[config.mk]
export PLATFORM = sky130hd
export DESIGN_NAME = traffic_light_monitor
export DESIGN_NICKNAME = d
export VERILOG_FILES = /design/src/rtl/traffic_light_monitor.sv
export SDC_FILE = /design/constraint.sdc
export NUM_CORES = 1
export LEC_CHECK = 0
export ABC_CLOCK_PERIOD_IN_PS = 3500
export BUFFER_PORTS_ARGS = -buffer_cell sky130_fd_sc_hd__buf_2
export CELL_PAD_IN_SITES_DETAIL_PLACEMENT = 0
export CELL_PAD_IN_SITES_GLOBAL_PLACEMENT = 1
export CORE_ASPECT_RATIO = 1.75
export CORE_MARGIN = 1.5
export CORE_UTILIZATION = 47
export CTS_BUF_LIST = sky130_fd_sc_hd__clkbuf_4 sky130_fd_sc_hd__clkbuf_8 sky130_fd_sc_hd__clkbuf_16
export CTS_CLUSTER_SIZE = 30
export DETAILED_ROUTE_END_ITERATION = 8
export PLACE_DENSITY_LB_ADDON = 0.25
export REMOVE_ABC_BUFFERS = 1
export SYNTH_ARGS = -nofsm -noshare
export SYNTH_HDL_FRONTEND = slang
export SYNTH_SLANG_ARGS = --single-unit
export TNS_END_PERCENT = 5
[constraint.sdc]
create_clock -name clk -period 3.5 [get_ports clk]
set_input_delay 0 -clock clk [delete_from_list [all_inputs] [get_ports clk]]
set_output_delay 0 -clock clk [all_outputs]
set_load 0.01 [all_outputs]
[src/rtl/traffic_light_monitor.sv]
// Passive checker on a traffic light's {R,G,Y} outputs: reports segments and phase violations.
// Optional cycle tracker (cyc_done/cyc_cnt) is built only when TL_MON_CYCLE_EN is defined.
module traffic_light_monitor #(
    parameter int CNT_W     = 16,
    parameter int Y_CYC     = 512,
    parameter int R_CYC     = 1024,
    parameter int BLINK_CYC = 128,
    parameter int G_MIN     = 128
) (
    input  logic             clk,
    input  logic             rst_n,
    input  logic             R,
    input  logic             G,
    input  logic             Y,
    output logic             seg_vld,
    output logic [2:0]       seg_code,
    output logic [CNT_W-1:0] seg_len,
    output logic             err,
    output logic [2:0]       err_code,
    output logic [7:0]       err_cnt,
    output logic             cyc_done,
    output logic [15:0]      cyc_cnt
);

    typedef enum logic [2:0] {ST_IDLE, ST_G, ST_OFF, ST_Y, ST_R, ST_BAD} state_t;

    state_t           state_q, state_d, new_st;
    logic [2:0]       s_code_q, cur_code_q, cur_code_d;
    logic [CNT_W-1:0] len_q, len_d;
    logic             first_q, first_d;
    logic             seg_vld_q, seg_vld_d, err_q, err_d;
    logic [2:0]       seg_code_q, seg_code_d, err_code_q, err_code_d;
    logic [CNT_W-1:0] seg_len_q, seg_len_d;
    logic [7:0]       err_cnt_q, err_cnt_d;
    logic             change, multi, checked, legal, len_chk, any_err;
    logic             e1, e2, e3, e4, e5, e6;

    always_comb begin
        change  = (s_code_q != cur_code_q);
        multi   = (s_code_q[0] & s_code_q[1]) | (s_code_q[0] & s_code_q[2]) |
                  (s_code_q[1] & s_code_q[2]);
        case (s_code_q)
            3'b000:  new_st = ST_OFF;
            3'b001:  new_st = ST_Y;
            3'b010:  new_st = ST_G;
            3'b100:  new_st = ST_R;
            default: new_st = ST_BAD;
        endcase
        // IDLE and BAD exits are never judged; only real phases carry rules.
        checked = (state_q == ST_G) || (state_q == ST_OFF) || (state_q == ST_Y) || (state_q == ST_R);
        legal   = ((state_q == ST_G)   && ((new_st == ST_OFF) || (new_st == ST_Y))) ||
                  ((state_q == ST_OFF) && (new_st == ST_G)) ||
                  ((state_q == ST_Y)   && (new_st == ST_R)) ||
                  ((state_q == ST_R)   && (new_st == ST_G));
        len_chk = checked && !first_q;
        e1 = multi && (state_q != ST_BAD);
        e2 = checked && !legal;
        e3 = len_chk && (state_q == ST_Y)   && (len_q != CNT_W'(Y_CYC));
        e4 = len_chk && (state_q == ST_R)   && (len_q != CNT_W'(R_CYC));
        e5 = len_chk && (state_q == ST_OFF) && (len_q != CNT_W'(BLINK_CYC));
        e6 = len_chk && (state_q == ST_G)   && (len_q < CNT_W'(G_MIN));
        any_err = e1 | e2 | e3 | e4 | e5 | e6;
    end

    always_comb begin
        state_d    = state_q;
        first_d    = first_q;
        cur_code_d = cur_code_q;
        len_d      = (len_q == '1) ? len_q : len_q + 1'b1;
        seg_vld_d  = 1'b0;
        seg_code_d = seg_code_q;
        seg_len_d  = seg_len_q;
        err_d      = 1'b0;
        err_code_d = err_code_q;
        err_cnt_d  = err_cnt_q;
        if (change) begin
            cur_code_d = s_code_q;
            len_d      = CNT_W'(1);
            state_d    = new_st;
            // Leaving IDLE opens the partial segment; ending it clears first.
            if (state_q != ST_IDLE) begin
                first_d = 1'b0;
                if (!first_q) begin
                    seg_vld_d  = 1'b1;
                    seg_code_d = cur_code_q;
                    seg_len_d  = len_q;
                end
            end
            if (any_err) begin
                err_d      = 1'b1;
                err_code_d = e1 ? 3'd1 : e2 ? 3'd2 : e3 ? 3'd3 :
                             e4 ? 3'd4 : e5 ? 3'd5 : 3'd6;
                err_cnt_d  = (err_cnt_q == 8'hFF) ? err_cnt_q : err_cnt_q + 8'd1;
            end
        end
    end

    always_ff @(posedge clk or negedge rst_n) begin
        if (!rst_n) begin
            state_q    <= ST_IDLE;
            first_q    <= 1'b1;
            s_code_q   <= 3'b000;
            cur_code_q <= 3'b000;
            len_q      <= '0;
            seg_vld_q  <= 1'b0;
            seg_code_q <= 3'b000;
            seg_len_q  <= '0;
            err_q      <= 1'b0;
            err_code_q <= 3'b000;
            err_cnt_q  <= 8'd0;
        end else begin
            state_q    <= state_d;
            first_q    <= first_d;
            s_code_q   <= {R, G, Y};
            cur_code_q <= cur_code_d;
            len_q      <= len_d;
            seg_vld_q  <= seg_vld_d;
            seg_code_q <= seg_code_d;
            seg_len_q  <= seg_len_d;
            err_q      <= err_d;
            err_code_q <= err_code_d;
            err_cnt_q  <= err_cnt_d;
        end
    end

    assign seg_vld  = seg_vld_q;
    assign seg_code = seg_code_q;
    assign seg_len  = seg_len_q;
    assign err      = err_q;
    assign err_code = err_code_q;
    assign err_cnt  = err_cnt_q;

`ifdef TL_MON_CYCLE_EN
    logic        y_from_g_q, y_ok_q, cyc_done_q;
    logic [15:0] cyc_cnt_q;
    logic        cyc_hit;

    // A Y counts only if entered cleanly from G and ended cleanly into R.
    assign cyc_hit = change && (state_q == ST_R) && !first_q && y_ok_q && !any_err;

    always_ff @(posedge clk or negedge rst_n) begin
        if (!rst_n) begin
            y_from_g_q <= 1'b0;
            y_ok_q     <= 1'b0;
            cyc_done_q <= 1'b0;
            cyc_cnt_q  <= 16'd0;
        end else begin
            cyc_done_q <= cyc_hit;
            if (cyc_hit) cyc_cnt_q <= cyc_cnt_q + 16'd1;
            if (change) begin
                y_from_g_q <= (state_q == ST_G) && (new_st == ST_Y) && !any_err;
                y_ok_q     <= (state_q == ST_Y) && y_from_g_q && !first_q && !any_err;
            end
        end
    end

    assign cyc_done = cyc_done_q;
    assign cyc_cnt  = cyc_cnt_q;
`else
    assign cyc_done = 1'b0;
    assign cyc_cnt  = 16'd0;
`endif

endmodule

* Word-level counts from Yosys, hierarchy flattened *
Index checks and enable logic that the tools add are counted.

word-level totals
  bits in latches = 0
  word-level logic and storage cells = 88
  register bits after elaboration = 58
  bits in writable memories = 0
  ROM bits = 0
  output and inout bits = 49
  memories kept = 0

cells by class
  reduce and logical (&&, ||, !) cells = 30
  eq/ne operators = 19
  multiplexer cells = 13
  shifts and indexed selects = 0
  multiply operators = 0
  magnitude comparators = 1
  divide/modulo/power cells = 0
  bitwise logic cells = 12
  add/subtract/negate cells = 2

operators by type and width
  cell                                                      count
  2-to-1 mux 16 bit                                         2
  adder 16 x 1 -> 16 bit (second input constant)            1
  == test 16 bit (second input constant)                    1
  < comparator 16 x 8 -> 1 bit (second input constant)      1
  inequality test 16 x 10 -> 1 bit (second input constant)  1
  inequality test 16 x 11 -> 1 bit (second input constant)  1
  inequality test 16 x 8 -> 1 bit (second input constant)   1
  == test 3 x 2 -> 1 bit (second input constant)            5
  logical AND 1 bit                                         15
  case mux 3 bit (4 select lines)                           1
  == test 3 x 1 -> 1 bit (second input constant)            3
  == test 3 bit (second input constant)                     3
  2-to-1 mux 3 bit                                          3
  adder 8 x 1 -> 8 bit (second input constant)              1
  == test 8 bit (second input constant)                     1
  logical OR 1 bit                                          7
  bitwise OR 1 bit                                          7
  AND reduction 3 bit                                       2
  2-to-1 mux 1 bit                                          5
  2-to-1 mux 2 bit                                          2
  AND reduction 2 bit                                       2
  AND 1 bit                                                 3
  zero test 3 bit                                           1
  inequality test 3 bit                                     1
  other kinds (5)                                           7

* Longest topological paths before layout *
  depth after elaboration = 17
  gate-level depth with buffers = 8

* Worst setup path before layout *
No wires, ideal clock.

  kind = register -> register
  start = register len_q[0]
  end = register err_cnt_q[1] (netlist: err_cnt[1])
  slack = 1467 ps
  arrival time = 1905 ps
  cell stages (with the launch flop) = 9
  required time = 3372 ps
  path through = dfrtp_1 > inv_1 > ha_1 > nor4b_1 > nand4_1 > a22oi_2 > nand4_4 > nand2_2 > mux2_1

between the ends
  cells in the longest elaborated chain, start to end = 7
  elaborated cells between the ends (all ways) = 13
  those cells by class = order compare (1); eq/ne (3); bitwise (4); reduce/logical (5)

ends and longest elaborated chain
  item                                                                                  line  source
  start: declaration                                                                    29    logic [CNT_W-1:0] len_q, len_d;
  start signal: assignment                                                              116   len_q <= len_d;
  parallel branches: the longest is 5 deep, another holds < comparator 16 x 8 -> 1 bit  n/a
  bitwise OR 1 bit (*)                                                                  62    any_err = e1 | e2 | e3 | e4 | e5 | e6;
  AND reduction 3 bit (no line) (*)                                                     n/a
  end signal: assignment                                                                122   err_cnt_q <= err_cnt_d;
  end: declaration                                                                      34    logic [7:0] err_cnt_q, err_cnt_d;

Every way passes the cells marked *.
A chain may end at the register's enable or synchronous reset.

* Worst setup path in the final report *
  start = register s_code_q[1]
  end = register seg_len_q[0] (netlist: seg_len[0])

between the ends
  cells in the longest elaborated chain, start to end = 2

ends and longest elaborated chain
  item                           line  source
  start: declaration             28    logic [2:0] s_code_q, cur_code_q, cur_code_d;
  start signal: assignment       114   s_code_q <= {R, G, Y};
  inequality test 3 bit          39    change = (s_code_q != cur_code_q);
  AND reduction 3 bit (no line)  n/a
  end signal: assignment         119   seg_len_q <= seg_len_d;
  end: declaration               33    logic [CNT_W-1:0] seg_len_q, seg_len_d;

No other way between the ends.

==> flow_summary_export.csv <==
group,metric,value,unit
cells_and_area,final_nets,319,
clock_network,postCtsHoldBufs,4,
power,power.density,499,nW/µm²
power,p_leak,1.56,nW
yosys,syn-cell-area,2970,µm²
timing,fin_ws,1.17,ns
cells_and_area,final_common_cell,"dfrtp_1",
cells_and_area,postLayoutCoreUtil,0.545,
timing,hold_viol_final,0,
floorplanning,coreArea,6130,µm²
floorplanning,die_w,63.1,µm
clock_network,cts_buffers,9,
cells_and_area,diodes,0,
grt,grt_overflow,0,
setup_path,crit_fanout,11,
clock_network,clk_pin_slew,0.06,ns
cells_and_area,final_cell_mix,"dfrtp_1 (57), buf_2 (36), nor2_1 (20)",
setup_path,crit_type,"flip-flop to flip-flop",
cells_and_area,synthToLayoutAreaGrowth,12.5,%
clock_network,clock_latency,0.34,ns
floorplanning,die_area,6820,µm²
timing,slew_viol_final,0,
floorplanning,ios,54,
timing,setup_viol,0,
yosys,yosysSeqAreaShare,0.489,
setup_path,cp-start-kind,"flip-flop",
timing,tightestPinTransition,0.817,ns
timing,rsz0062_at_grt,"false",
route,ant_nets,0,
yosys,syn_inst,277,
power,ir_worst_vdd,0.388,mV
setup_path,crit_arrival,2.55,ns
yosys,yosysWarnings,0,
timing,skew,0.00569,ns
timing,maxSlewHeadroom,0.455,
clock_network,clockRootBuffer,"clkbuf_8",
clock_network,tritoncts,"done",
yosys,synth_area_per_cell,10.7,µm²
clock_network,clkSinkCount,58,
yosys,synth-edff-count,0,
timing,fin_crit,2.33,ns
route,drc,0,
clock_network,clock_path_buffers,2,
place,place_ws,1.15,ns
flow_run,maxCapViolations,0,
place,place.gp.congestion,0.773,
cells_and_area,drive_gt1_frac,0.285,
clock_network,post_cts_resized,0,
floorplanning,row_count,38,
timing,max_freq,429,MHz
route,drt_iter0_drc,51,
route,vias_per_cell,5.15,
setup_path,endpoint_kind,"flip-flop",
place,dp_hpwl,4000,µm
grt,grt_pass1_vias,1940,
yosys,synth-main-ff-cell,"dfrtp_1",
min_path,hold_class,"primary input to asynchronous set/reset pin",
route,firstDrtPassIters,4,
yosys,async_flop_share,1.00,
grt,antenna_found_initial,0,
timing,fin_tns_setup,0,ns
power,fin_total_pwr,1.67,mW
place,io_buffers,36,
clock_network,cts_setup_buffers,0,
grt,grt_use_total,0.181,
route,num_vias,2039,
route,finalWirelength,5600,µm
grt,grt_max_degree,38,
floorplanning,start_util,0.484,
yosys,ys_types,47,
floorplanning,die_h,108,µm
grt,grt_pass1_wl,9370,µm
route,wire_per_inst,14.1,µm
outcome,status,"complete, no violations",
timing,fin_crit_sh,0.666,
yosys,ys_ff_latch,58,
clock_network,htreeDepth,3,
setup_path,cp.required,3.72,ns
-- layout make-up --
class	instances	area, µm²
Tap cell	80	100
Multi-Input combinational cell	191	1340
Inverter	8	30.0
Sequential cell	58	1450
Clock inverter	3	15.0
Clock buffer	13	160
Fill cell	569	2790
Timing Repair Buffer	43	243
-- power breakdown --
part	internal, mW	switching, mW	leakage, nW	total (mW)
logic	0.150	0.167	0.724	0.317
registers	0.740	0.0749	0.743	0.815
clock network	0.296	0.240	0.0974	0.536
total	1.19	0.482	1.56	1.67
-- cell families after synthesis --
logic type / synth area share
other: 0.00126
buffers and inverters: 0.0813
AO/OA/AOI/OAI: 0.0569
adder cells (fa/ha/maj): 0.0126
multiplexers: 0.0952
AND/OR/NAND/NOR: 0.205
XOR/XNOR: 0.0590
flip-flops: 0.489
-- synth_stat cells (7+ instances only) --
master,number,share of area
nor2_1,20,0.025
nor4b_1,7,0.021
inv_1,8,0.010
buf_4,17,0.043
nand4_1,7,0.015
buf_2,9,0.015
nor3_1,9,0.015
clkbuf_1,9,0.011
xnor2_1,12,0.035
mux2_2,19,0.072
xor2_1,8,0.024
nand2_1,19,0.024
nand3_1,10,0.017
and3_1,7,0.015
a21oi_1,11,0.019
dfrtp_1,57,0.48
-- worst max-delay path, stage by stage (launching register included) --
cell	delay, ns
dfrtp_1	0.48
xnor2_1	0.18
nand3_2	0.09
inv_1	0.13
nor3_2	0.63
buf_4	0.33
mux2_2	0.36
-- stage by stage --
step                hold slack, ns  cell area (µm²)  instances
finish                       0.295             3340        396
floorplan                   -0.296             2820        257
CTS                          0.285             3340        396
detailed placement           0.110             3130        376
global placement             0.108             3130        376
global route                 0.293             3340        396
-- registers in the layout, summed over array words and instances (netlist names) --
register	cells
len_q	16
seg_len	16
err_cnt	8
cur_code_q	3
err_code	3
s_code_q	3
seg_code	3
state_q	3
err	1
first_q	1
seg_vld	1
-- path summary, 6_finish.rpt --
path,start,endpoint,slack [ns],depth (start not counted)
worst max-delay path,s_code_q[1]$_DFF_PN0_,seg_len[0]$_DFFE_PN0P_,1.17,6
worst min-delay path,rst_n,seg_len[6]$_DFFE_PN0P_,0.30,2
worst max register to register,s_code_q[1]$_DFF_PN0_,seg_len[0]$_DFFE_PN0P_,1.17,6
worst min register to register,seg_len[10]$_DFFE_PN0P_,seg_len[10]$_DFFE_PN0P_,0.50,1
max in group asynchronous,rst_n,first_q$_DFFE_PN1P_,2.35,3
min in group clk,G,s_code_q[1]$_DFF_PN0_,0.31,2
-- metal layers --
layer / track usage / share of wire / vias to the layer above
met2: 0.299 / 0.54 / 46
li1: - / - / 990
met3: 0.0604 / 0.032 / 9
met1: 0.201 / 0.40 / 994
met4: 0.111 / 0.026 / 0
met5: 0 / 0 / -
Note: power is estimated with default switching activity, not from simulation.
